`src/rtl/fpmul_pkg.sv`:
```
// Shared definitions for the bfloat16 multiplier issue/collect path.
package fpmul_pkg;

  localparam int BF16_W    = 16;
  localparam int FPMUL_LAT = 3;

  typedef enum logic [1:0] {
    RUN   = 2'd0,
    DRAIN = 2'd1,
    DONE  = 2'd2
  } issue_state_t;

endpackage

```
`src/rtl/fpmul_issue_if.sv`:
```
// Bundles the operand stream, multiplier hookup, result stream and flush/error lines.
interface fpmul_issue_if #(
  parameter int W = 16
);

  logic         s_valid;
  logic         s_ready;
  logic [W-1:0] s_a;
  logic [W-1:0] s_b;

  logic [W-1:0] mul_x1;
  logic [W-1:0] mul_x2;
  logic         mul_en;
  logic [W-1:0] mul_y;
  logic         mul_ready;

  logic         m_valid;
  logic         m_ready;
  logic [W-1:0] m_data;

  logic         flush;
  logic         flush_done;
  logic         err;

  // The issue controller sits on this side.
  modport slave (
    input  s_valid, s_a, s_b, mul_y, mul_ready, m_ready, flush,
    output s_ready, mul_x1, mul_x2, mul_en, m_valid, m_data, flush_done, err
  );

  // Producer, multiplier and consumer environment.
  modport master (
    output s_valid, s_a, s_b, mul_y, mul_ready, m_ready, flush,
    input  s_ready, mul_x1, mul_x2, mul_en, m_valid, m_data, flush_done, err
  );

endinterface

```
`src/rtl/sync_fifo.sv`:
```
// Synchronous FIFO with registered head-of-queue output; any depth >= 1.
module sync_fifo #(
  parameter int W     = 16,
  parameter int DEPTH = 4
) (
  input  logic                       clk,
  input  logic                       rst,
  input  logic                       push,
  input  logic [W-1:0]               push_data,
  input  logic                       pop,
  output logic                       full,
  output logic                       empty,
  output logic [$clog2(DEPTH+1)-1:0] count,
  output logic [W-1:0]               rd_data,
  output logic                       overflow
);

  localparam int CW = $clog2(DEPTH + 1);
  localparam int PW = (DEPTH > 1) ? $clog2(DEPTH) : 1;

  logic [W-1:0]  mem [DEPTH];
  logic [PW-1:0] wr_ptr_reg;
  logic [PW-1:0] rd_ptr_reg;
  logic [PW-1:0] rd_ptr_inc;
  logic [CW-1:0] count_reg;
  logic [CW-1:0] count_next;
  logic [W-1:0]  head_reg;
  logic [W-1:0]  head_next;
  logic          push_ok;
  logic          pop_ok;

  function automatic logic [PW-1:0] ptr_inc(input logic [PW-1:0] p);
    return (p == PW'(DEPTH - 1)) ? '0 : p + 1'b1;
  endfunction

  assign empty      = (count_reg == '0);
  assign full       = (count_reg == CW'(DEPTH));
  assign count      = count_reg;
  assign rd_data    = head_reg;
  assign pop_ok     = pop & ~empty;
  // A full FIFO still takes a push when a pop frees the slot in the same cycle.
  assign push_ok    = push & (~full | pop_ok);
  assign overflow   = push & full & ~pop_ok;
  assign rd_ptr_inc = ptr_inc(rd_ptr_reg);

  always_comb begin
    count_next = count_reg;
    case ({push_ok, pop_ok})
      2'b10:   count_next = count_reg + 1'b1;
      2'b01:   count_next = count_reg - 1'b1;
      default: count_next = count_reg;
    endcase
  end

  // The next head comes from the write port when that entry is being written now.
  always_comb begin
    head_next = head_reg;
    if (pop_ok) begin
      if (count_reg == CW'(1)) begin
        if (push_ok) head_next = push_data;
      end else begin
        head_next = mem[rd_ptr_inc];
      end
    end else if (empty && push_ok) begin
      head_next = push_data;
    end
  end

  always_ff @(posedge clk) begin
    if (push_ok) mem[wr_ptr_reg] <= push_data;
  end

  always_ff @(posedge clk) begin
    if (rst) begin
      wr_ptr_reg <= '0;
      rd_ptr_reg <= '0;
      count_reg  <= '0;
      head_reg   <= '0;
    end else begin
      if (push_ok) wr_ptr_reg <= ptr_inc(wr_ptr_reg);
      if (pop_ok)  rd_ptr_reg <= rd_ptr_inc;
      count_reg <= count_next;
      head_reg  <= head_next;
    end
  end

endmodule

```
`src/rtl/fpmul_issue.sv`:
```
// Credit-based issue/collect controller in front of the bfloat16 fpmul pipeline.
module fpmul_issue
  import fpmul_pkg::*;
#(
  parameter int LAT       = FPMUL_LAT,
  parameter int RES_DEPTH = 4
) (
  input logic          clk,
  input logic          rst,
  fpmul_issue_if.slave bus
);

  localparam int IW = $clog2(LAT + 1);
  localparam int CW = $clog2(RES_DEPTH + 1);
  localparam int SW = ((IW > CW) ? IW : CW) + 1;

  issue_state_t   state_reg;
  issue_state_t   state_next;
  logic [IW-1:0]  inflight_reg;
  logic [IW-1:0]  inflight_next;
  logic           err_reg;
  logic [CW-1:0]  occupancy;
  logic [SW-1:0]  credit_used;
  logic           has_credit;
  logic           issue;
  logic           spurious;
  logic           collect;
  logic           fifo_full;
  logic           fifo_empty;
  logic           fifo_overflow;
  logic [BF16_W-1:0] fifo_data;

  // Credit uses only registered counts, so s_ready never looks at m_ready.
  assign credit_used = SW'(inflight_reg) + SW'(occupancy);
  assign has_credit  = (credit_used < SW'(RES_DEPTH));

  assign bus.s_ready = (state_reg == RUN) & ~bus.flush & has_credit & ~rst;
  assign issue       = bus.s_valid & bus.s_ready;
  assign bus.mul_en  = issue;
  assign bus.mul_x1  = bus.s_a;
  assign bus.mul_x2  = bus.s_b;

  // A product strobe with nothing outstanding belongs to no issued op: flag it, keep it out.
  assign spurious = bus.mul_ready & (inflight_reg == '0);
  assign collect  = bus.mul_ready & ~spurious;

  always_comb begin
    inflight_next = inflight_reg;
    case ({issue, collect})
      2'b10:   inflight_next = inflight_reg + 1'b1;
      2'b01:   inflight_next = inflight_reg - 1'b1;
      default: inflight_next = inflight_reg;
    endcase
  end

  sync_fifo #(
    .W     (BF16_W),
    .DEPTH (RES_DEPTH)
  ) u_fifo (
    .clk       (clk),
    .rst       (rst),
    .push      (collect),
    .push_data (bus.mul_y),
    .pop       (bus.m_ready),
    .full      (fifo_full),
    .empty     (fifo_empty),
    .count     (occupancy),
    .rd_data   (fifo_data),
    .overflow  (fifo_overflow)
  );

  assign bus.m_valid    = ~fifo_empty;
  assign bus.m_data     = fifo_data;
  assign bus.err        = err_reg;
  assign bus.flush_done = (state_reg == DONE);

  always_comb begin
    state_next = state_reg;
    case (state_reg)
      RUN:     if (bus.flush) state_next = DRAIN;
      DRAIN:   if ((inflight_reg == '0) && fifo_empty) state_next = DONE;
      DONE:    state_next = bus.flush ? DRAIN : RUN;
      default: state_next = RUN;
    endcase
  end

  always_ff @(posedge clk) begin
    if (rst) begin
      state_reg    <= RUN;
      inflight_reg <= '0;
      err_reg      <= 1'b0;
    end else begin
      state_reg    <= state_next;
      inflight_reg <= inflight_next;
      err_reg      <= err_reg | spurious | fifo_overflow;
    end
  end

  logic unused_full;
  assign unused_full = fifo_full;

endmodule

```
`src/flat_wrapper.sv`:
```
// flat-port wrapper written by rule: the top's interface ports become plain ports
module fpmul_issue_flat import fpmul_pkg::*;
#(
  parameter int LAT       = FPMUL_LAT,
  parameter int RES_DEPTH = 4
)
  (clk, rst, bus_s_valid, bus_s_a, bus_s_b, bus_mul_y, bus_mul_ready, bus_m_ready, bus_flush, bus_s_ready, bus_mul_x1, bus_mul_x2, bus_mul_en, bus_m_valid, bus_m_data, bus_flush_done, bus_err);
  fpmul_issue_if #(.W(BF16_W)) bus_i ();
  input logic clk;
  input logic rst;
  input wire logic [$bits(bus_i.s_valid)-1:0] bus_s_valid;
  input wire logic [$bits(bus_i.s_a)-1:0] bus_s_a;
  input wire logic [$bits(bus_i.s_b)-1:0] bus_s_b;
  input wire logic [$bits(bus_i.mul_y)-1:0] bus_mul_y;
  input wire logic [$bits(bus_i.mul_ready)-1:0] bus_mul_ready;
  input wire logic [$bits(bus_i.m_ready)-1:0] bus_m_ready;
  input wire logic [$bits(bus_i.flush)-1:0] bus_flush;
  output wire logic [$bits(bus_i.s_ready)-1:0] bus_s_ready;
  output wire logic [$bits(bus_i.mul_x1)-1:0] bus_mul_x1;
  output wire logic [$bits(bus_i.mul_x2)-1:0] bus_mul_x2;
  output wire logic [$bits(bus_i.mul_en)-1:0] bus_mul_en;
  output wire logic [$bits(bus_i.m_valid)-1:0] bus_m_valid;
  output wire logic [$bits(bus_i.m_data)-1:0] bus_m_data;
  output wire logic [$bits(bus_i.flush_done)-1:0] bus_flush_done;
  output wire logic [$bits(bus_i.err)-1:0] bus_err;
  assign bus_i.s_valid = bus_s_valid;
  assign bus_i.s_a = bus_s_a;
  assign bus_i.s_b = bus_s_b;
  assign bus_i.mul_y = bus_mul_y;
  assign bus_i.mul_ready = bus_mul_ready;
  assign bus_i.m_ready = bus_m_ready;
  assign bus_i.flush = bus_flush;
  assign bus_s_ready = bus_i.s_ready;
  assign bus_mul_x1 = bus_i.mul_x1;
  assign bus_mul_x2 = bus_i.mul_x2;
  assign bus_mul_en = bus_i.mul_en;
  assign bus_m_valid = bus_i.m_valid;
  assign bus_m_data = bus_i.m_data;
  assign bus_flush_done = bus_i.flush_done;
  assign bus_err = bus_i.err;
  fpmul_issue #(.LAT(LAT), .RES_DEPTH(RES_DEPTH)) u_core (.clk(clk), .rst(rst), .bus(bus_i));
endmodule
```
`config.mk`:
```
export PLATFORM = sky130hd
export DESIGN_NAME = fpmul_issue_flat
export DESIGN_NICKNAME = d
export VERILOG_FILES = /design/src/rtl/fpmul_pkg.sv /design/src/rtl/fpmul_issue_if.sv /design/src/rtl/sync_fifo.sv /design/src/rtl/fpmul_issue.sv /design/src/flat_wrapper.sv
export SDC_FILE = /design/constraint.sdc
export NUM_CORES = 1
export LEC_CHECK = 0
export ABC_AREA = 1
export ABC_CLOCK_PERIOD_IN_PS = 2800
export CAP_MARGIN = 15
export CORE_UTILIZATION = 40
export DETAILED_ROUTE_END_ITERATION = 8
export PLACE_DENSITY_LB_ADDON = 0.08
export SLEW_MARGIN = 20
export SYNTH_ARGS = -nofsm -noshare
export SYNTH_HDL_FRONTEND = slang
export SYNTH_SLANG_ARGS = --single-unit
```
`constraint.sdc`:
```
create_clock -name clk -period 2.8 [get_ports clk]
set_input_delay 0.56 -clock clk [delete_from_list [all_inputs] [get_ports clk]]
set_output_delay 0.56 -clock clk [all_outputs]
set_load 0.05 [all_outputs]
```
==> Yosys cells after proc, flatten, opt, wreduce, memory -nomap -nowiden <==
Memories as Yosys holds them, arrays and structs flattened.
Index checks and enable logic that the tools add are counted.
{ "op_classes": {"eq_ne": 13, "mux": 14, "n_addsub": 7, "magnitude_cmp": 1, "n_reduce_logical": 10, "bitwise_logic": 19} }
{ "op_table": {"columns": ["op", "count"], "rows": [
  ["$mux W16", 4],
  ["$and A1 B1 Y1", 10],
  ["$eq A2 B2 Y1 const B", 5],
  ["$mux W2", 4],
  ["$add A2 B1 Y2 const B", 3],
  ["$eq A2 B1 Y1 const B", 3],
  ["$not A1 Y1", 6],
  ["$pmux W2 S3", 1],
  ["$pmux W3 S2", 1],
  ["$reduce_bool A2 Y1", 3],
  ["$add A2 B3 Y4", 1],
  ["$logic_not A2 Y1", 2],
  ["$lt A4 B3 Y1 const B", 1],
  ["$pmux W2 S2", 1],
  ["$reduce_and A2 Y1", 2],
  ["$add A3 B1 Y3 const B", 1],
  ["$eq A3 B1 Y1 const B", 1],
  ["$eq A3 B3 Y1 const B", 1],
  ["$logic_not A3 Y1", 1],
  ["$mux W1", 3],
  ["$ne A3 B3 Y1 const B", 1],
  ["$or A1 B1 Y1", 3],
  ["$sub A3 B1 Y3 const B", 1],
  ["$logic_and A1 B1 Y1", 2],
  ["other kinds (3)", 3]
]} }
{ "totals": {"ff_bits": 28, "mem_bits_rw": 64, "out_inout_bits": 53, "mem_count": 1, "elab_cells": 72} }
{ "mem_list": {"columns": ["name", "words", "word_bits", "rd", "rd_clocked_by_memory_dff", "wr", "line_no", "text"], "rows": [
  ["u_core.u_fifo.mem", 4, 16, 1, 0, 1, "sync_fifo.sv:21", "logic [W-1:0] mem [DEPTH];"]
]} }

==> Depth between registers and ports, before layout <==
Gate-level depths: netlist (run 1).
{ "depth": {"depth_word": 8, "ltp_mapped": 12, "depth_no_buf": 11} }

==> Cells and area by module <==
From an unflattened synthesis (run 1), not the netlist that was laid out.
{ "unflattened": {"cells_unflattened": 537, "area_unflattened_um2": 4586.9} }
{ "modules_own_cells": {"columns": ["module", "area_per_inst_um2", "cells_each", "n_inst"], "rows": [
  ["sync_fifo", 4047.6, 458, 1],
  ["fpmul_issue", 539.3, 79, 1]
]} }

==> Least setup slack after synthesis (run 1) <==
No wires, ideal clock.
{ "synth_timing": {"path_type": "input to output", "startpoint": "input bus_flush", "endpoint": "output bus_mul_en", "arrival_time_ns": 2.076, "required_ns": 2.240, "cell_stages": 7, "setup_slack_ns": 0.164, "cell_sequence": "nor2_1 > inv_1 > nor3_1 > nand3_1 > nor2_1 > nand2_1 > inv_1"} }
{ "synth_between": {"elab_chain_len": 5} }
{ "synth_lines": {"columns": ["element", "line_no", "text"], "rows": [
  ["start, declared", "flat_wrapper.sv:17", "input wire logic [$bits(bus_i.flush)-1:0] bus_flush;"],
  ["$not A1 Y1", "fpmul_issue.sv:37", "assign bus.s_ready = (state_reg == RUN) & ~bus.flush & has_credit & ~rst;"],
  ["$and A1 B1 Y1 (3 in series)", "fpmul_issue.sv:37", null],
  ["named net bus_s_ready", "flat_wrapper.sv:18", "output wire logic [$bits(bus_i.s_ready)-1:0] bus_s_ready;"],
  ["$and A1 B1 Y1", "fpmul_issue.sv:38", "assign issue = bus.s_valid & bus.s_ready;"],
  ["end, declared", "flat_wrapper.sv:21", "output wire logic [$bits(bus_i.mul_en)-1:0] bus_mul_en;"]
]} }
The timed path passes the listed nets, and every way through them passes these cells.

==> Worst setup path after layout (run 1) <==
{ "layout_timing": {"startpoint": "register u_core.u_fifo.count_reg[0] (netlist: u_core.u_fifo.count[0])", "endpoint": "output bus_m_valid"} }
{ "layout_between": {"elab_chain_len": 2} }
{ "layout_lines": {"columns": ["element", "line_no", "text"], "rows": [
  ["start, declared", "sync_fifo.sv:25", "logic [CW-1:0] count_reg;"],
  ["start signal, assigned", "sync_fifo.sv:82", "count_reg <= count_next;"],
  ["$logic_not A3 Y1", "sync_fifo.sv:36", "assign empty = (count_reg == '0);"],
  ["$not A1 Y1", "fpmul_issue.sv:72", "assign bus.m_valid = ~fifo_empty;"],
  ["end, declared", "flat_wrapper.sv:22", "output wire logic [$bits(bus_i.m_valid)-1:0] bus_m_valid;"]
]} }
Every way passes these cells.

==> impl_metrics.ini, run 1 <==
[die]
core-area_um2 = 10800
fp.dieW_um = 107
die_y_um = 107
io_pins = 107
rows = 38
start_util_pct = 41.0
dieArea_um2 = 11500

[clocking]
ctsHoldBuffers = 0
post_cts_buffers = 0
numCtsBuffers = 9
clk_latency_ns = 0.37
cts-root-buf = clkbuf_8
clock_path_buffers = 2
cts_tree = built
clock-sinks = 92
clk_pin_slew_ns = 0.08
htree_levels = 3
cts_resized = 0

[global_routing]
grt_max_degree = 27
antenna_found_initial = 0
grt-ovfl-total = 0
grt_usage_pct = 17.5
grt_pass1_vias = 2970
grt_pass1_wl_um = 15000

[timing]
skew_ns = 0.0134
slew_violations = 0
clock.fmax_ghz = 0.381
final.period_utilization_pct = 93.7
worst-slew-pin-transition_ns = 0.506
rsz0062_at_grt = false
maxSlewHeadroom_pct = 66.2
fin_setup_tns_ns = 0
setup_slack_ns = 0.177
hold_slack_ns = 0.484
fin_crit_ns = 2.62
hold_viol = 0
setup_viol = 0

[finish]
areaGrowthSynthToFinish_pct = 12.1
finalNetCount = 597
layout_common_cells = nand2_1, nor2_1, edfxtp_1, inv_1, clkdlybuf4s50_1
layout_commonest_cell = nand2_1
antenna_cells = 0
stdcell_count = 676
final_core_util_pct = 46.0
layout-drive-gt1-share_pct = 7.65
fin_area_um2 = 4990
largest_reg_flops = 64

[pwr]
power_density_nw_per_um2 = 982
totalPowerFinal_mw = 4.90
power.leakage_nw = 2.17
ir_drop_uv = 501

[worst_setup_path]
cp-end-kind = output pin
startpoint_type = register
critical_path_class = register to output pin
worstPathArrival_ns = 2.06
cp_max_fo = 5
required_ns = 2.24

[place]
dpl.cell_count = 660
placed_area_um2 = 4830
place_hpwl_um = 6220
gp_congestion = 0.786
io_buffers = 42
post-place-ws_ns = 0.290

[flow_run]
maxCapViolCount = 0

[logic_synthesis]
ys_seq_elements = 92
yosysWarningCount = 0
synthCells = 509
synth.largest_area_cell = edfxtp_1
synth_cell_types = 24
syn_area_um2 = 4450
syn-num-nets = 575
avgSynthCellArea_um2 = 8.74
yosys-top-cells-area = edfxtp_1, dfxtp_1, nand2_1
seq_area_frac_synth_pct = 55.8
yosysTopAreaCellShare_pct = 43.2

[routing]
drtIter0Drc = 110
drt_wl_total_um = 9190
ant_nets = 0
firstDrtPassIters = 4
wl_per_cell_um = 13.6
vias = 3087
vias_per_cell = 4.57
drc = 0

[run_status]
status = finished clean

[worst_hold_path]
min_path_type = register to register
## path summary, 6_finish.rpt
kind	cells past startpoint	slack (ns)	startpoint	to
max	4	0.18	u_core.u_fifo.count[0]$_SDFFE_PP0P_	bus_m_valid
min	2	0.48	u_core.bus.err$_SDFF_PP0_	u_core.bus.err$_SDFF_PP0_
max reg2reg	11	0.59	u_core.u_fifo.count[0]$_SDFFE_PP0P_	u_core.u_fifo.rd_data[10]$_SDFFE_PP0P_
min reg2reg	2	0.48	u_core.bus.err$_SDFF_PP0_	u_core.bus.err$_SDFF_PP0_
## metal layers
layer,vias up,part of all wire [%],global-route usage (%),wire length [um]
li1,1606,-,-,-
met1,1391,48,23.0,4430
met2,60,45,27.7,4150
met3,30,4.4,2.78,407
met4,0,2.3,9.69,213
met5,-,0,0,0
## critical path, cell delays in order, from the launching register on
cell and delay (ns):
dfxtp_1 0.41, inv_1 0.11, ha_1 0.25, nand2_4 0.12, clkdlybuf4s50_1 0.82
## cell families after synthesis
group / count (synthesis) / synth area share (%)
AOI/OAI and AO/OA: 21 / 2.42
DFF: 92 / 55.8
and+or+nand+nor: 276 / 25.7
xor gates and xnor gates: 2 / 0.394
buffers and inverters: 106 / 12.3
adders and majority gates: 12 / 3.37
## cells in the mapped netlist
cell type  instances
nand3_1           35
a21oi_1           10
edfxtp_1          64
buf_1              1
clkinv_1           2
clkbuf_1           2
xor2_1             2
nor2_2             1
ha_1              12
dfxtp_1           28
and3_1             1
inv_2              2
nor2_4             3
inv_1             55
nor2_1            93
nand2_4            4
nand2_2            2
nor3_1             2
o211ai_1           1
buf_6              1
nand2_1          135
buf_2              8
buf_4             35
o21ai_0           10
## where the power goes
group / switching, mW / internal, mW / total (mW)
logic: 1.60 / 0.765 / 2.37
registers: 0.114 / 1.65 / 1.76
clock network: 0.447 / 0.320 / 0.768
total: 2.17 / 2.73 / 4.90
## area by class of cell
cell class                      count  area, um^2
Tap cell                          140         175
Clock inverter                      3        16.3
Timing Repair Buffer               58         536
Inverter                           59         221
Clock buffer                       13         139
Multi-Input combinational cell    311        1420
Fill cell                        1102        5850
Sequential cell                    92        2480
No activity file was read; power rests on OpenSTA's default activity.
==> inputs of run 2 (changes only) <==
--- a/config.mk
+++ b/config.mk
@@ -6,12 +6,14 @@
 export NUM_CORES = 1
 export LEC_CHECK = 0
 export ABC_AREA = 1
-export ABC_CLOCK_PERIOD_IN_PS = 2800
+export ABC_CLOCK_PERIOD_IN_PS = 2300
 export CAP_MARGIN = 15
 export CORE_UTILIZATION = 40
 export DETAILED_ROUTE_END_ITERATION = 8
 export PLACE_DENSITY_LB_ADDON = 0.08
+export RECOVER_POWER = 50
 export SLEW_MARGIN = 20
 export SYNTH_ARGS = -nofsm -noshare
 export SYNTH_HDL_FRONTEND = slang
+export SYNTH_HIERARCHICAL = 1
 export SYNTH_SLANG_ARGS = --single-unit
==> constraint.sdc (replaced) <==
create_clock -name clk -period 2.3 [get_ports clk]
set_input_delay 0.46 -clock clk [delete_from_list [all_inputs] [get_ports clk]]
set_output_delay 0.46 -clock clk [all_outputs]
set_load 0.05 [all_outputs]
==> impl_metrics.ini, run 2 <==
[clocking]
ctsHoldBuffers = 0
clk_pin_slew_ns = 0.07
cts_resized = 0
htree_levels = 3
clock-sinks = 92
cts-root-buf = clkbuf_16
clk_latency_ns = 0.33
numCtsBuffers = 9
clock_path_buffers = 2
post_cts_buffers = 0
cts_tree = built

[pwr]
cellInternalPower_mw = 3.89
ir_drop_uv = 650
power.leakage_nw = 2.32
totalPowerFinal_mw = 6.72
power_density_nw_per_um2 = 1270
pwr-share-clk_pct = 23.4
combPwrFrac_pct = 44.9
power.net_switching_mw = 2.83
swShare_pct = 42.1
pwr-share-seq_pct = 31.7

[worst_setup_path]
r2r_start = u_core/u_fifo/count[1]$_SDFFE_PP0P_
crit_top_cell = inv_1
startpoint_type = register
ff2ff_setup_slack_ns = 0.35
critical_path_class = register to output pin
timing.rr.end = u_core/u_fifo/rd_data[14]$_SDFFE_PP0P_
worstPathArrival_ns = 1.65
cp_max_fo = 5
cp-end-kind = output pin
crit_chain = inv_1, ha_1, nand2_4, inv_1, inv_1, buf_12
critPathSlowestCell = dfxtp_1
rr_worst_depth = 9
cp_slowest_stage_delay_ns = 0.42
required_ns = 1.84
startpoint = u_core/u_fifo/count[0]$_SDFFE_PP0P_

[routing]
drc = 0
wl_per_cell_um = 14.5
vias_per_cell = 4.62
drt_wl_total_um = 10200
vias = 3242
ant_nets = 0
drtIter0Drc = 156
firstDrtPassIters = 4

[timing]
skew_ns = 0.00533
worst-slew-pin-transition_ns = 0.601
final.period_utilization_pct = 91.9
hold_viol = 0
maxSlewHeadroom_pct = 59.7
clock.fmax_ghz = 0.473
rsz0062_at_grt = false
slew_violations = 0
fin_setup_tns_ns = 0
fin_crit_ns = 2.11
setup_viol = 0
setup_slack_ns = 0.185

[place]
dpl.cell_count = 686
post-place-ws_ns = 0.139
gp_congestion = 0.737
io_buffers = 42
place_hpwl_um = 7020

[worst_hold_path]
min_path_type = register to register
hp-start = u_core/state_reg[1]$_SDFFE_PP0P_
min_to = u_core/state_reg[1]$_SDFFE_PP0P_
hold_path_depth = 3

[logic_synthesis]
yosysWarningCount = 6
avgSynthCellArea_um2 = 8.55
syn-num-nets = 601
syn_area_um2 = 4580
synthCells = 536

[finish]
final_core_util_pct = 48.2
areaGrowthSynthToFinish_pct = 15.6
layout_common_cells = nand2_1, nor2_1, edfxtp_1, inv_1, nand3_1
antenna_cells = 0
layout-drive-gt1-share_pct = 8.36
finalNetCount = 622
fill_cells = 1072
largest_reg_flops = 64
layout_commonest_cell = nand2_1
stdcell_count = 702

[die]
core-area_um2 = 11000
start_util_pct = 41.7
die_y_um = 109
rows = 38
io_pins = 107
dieArea_um2 = 11900
fp.dieW_um = 109

[global_routing]
antenna_found_initial = 0
grt_pass1_vias = 3231
grt_pass1_wl_um = 16600
grt_usage_pct = 19.0
grt_max_degree = 18
grt-ovfl-total = 0

[run_status]
status = finished clean

[flow_run]
maxCapViolCount = 0
## run 2: power by group through the flow
stage	logic, mW	clock network (mW)	registers (mW)
6_report	3.02	1.57	2.13
5_1_grt	3.37	1.68	2.16
4_1_cts	3.07	1.60	2.14
3_5_place_dp	3.06	0	2.17
3_3_place_gp	3.04	0	2.17
2_1_floorplan	1.87	0	2.62
## run 2: stage by stage
step	hold WS [ns]	area, um^2
final	0.510	5300
after global routing	0.539	5300
after CTS	0.510	5320
after detailed placement	0.500	5000
after global placement	0.498	5000
after floorplan	0.475	4580
## run 2: layer usage
layer,vias up,share of wire [%],GRT usage (%)
met4,0,1.4,6.47
li1,1682,-,-
met3,16,4.5,3.95
met5,-,0,0
met1,1476,48,24.8
met2,68,46,31.2
## run 2: worst max path at each step
stage                                                   to  depth (start not counted)
finish                                         bus_m_valid                          6
floorplan                u_core/u_fifo/mem[0][0]$_DFFE_PP_                          5
CTS                                            bus_m_valid                          6
global route                                   bus_m_valid                          6
detailed placement  u_core/u_fifo/rd_data[10]$_SDFFE_PP0P_                          9
global placement    u_core/u_fifo/rd_data[14]$_SDFFE_PP0P_                          8
## run 2: final cells by class
type	count	area, um^2	share of cell area (%)
clock inverters	7	88.8	1.68
multi-input cells	333	1500	28.4
clock buffers	9	225	4.25
inverters	62	240	4.53
repair buffers	59	583	11.0
well taps	140	175	3.31
flip-flops and latches	92	2480	46.9
## run 2: critical path, delay by kind of cell (launching register included)
family / cells / cell delay, ns
fa+ha+maj: 1 / 0.31
flops: 1 / 0.42
simple gates: 1 / 0.15
buf+inv: 4 / 0.44
==> inputs of run 3 (changes only) <==
--- a/config.mk
+++ b/config.mk
@@ -9,10 +9,10 @@
 export ABC_CLOCK_PERIOD_IN_PS = 2300
 export CAP_MARGIN = 15
 export CORE_UTILIZATION = 40
+export CTS_CLUSTER_SIZE = 14
 export DETAILED_ROUTE_END_ITERATION = 8
 export PLACE_DENSITY_LB_ADDON = 0.08
 export RECOVER_POWER = 50
-export SLEW_MARGIN = 20
 export SYNTH_ARGS = -nofsm -noshare
 export SYNTH_HDL_FRONTEND = slang
 export SYNTH_HIERARCHICAL = 1
==> results of run 3 <==
Same layout as run 2: the final DEF is identical, and so are final timing and power.
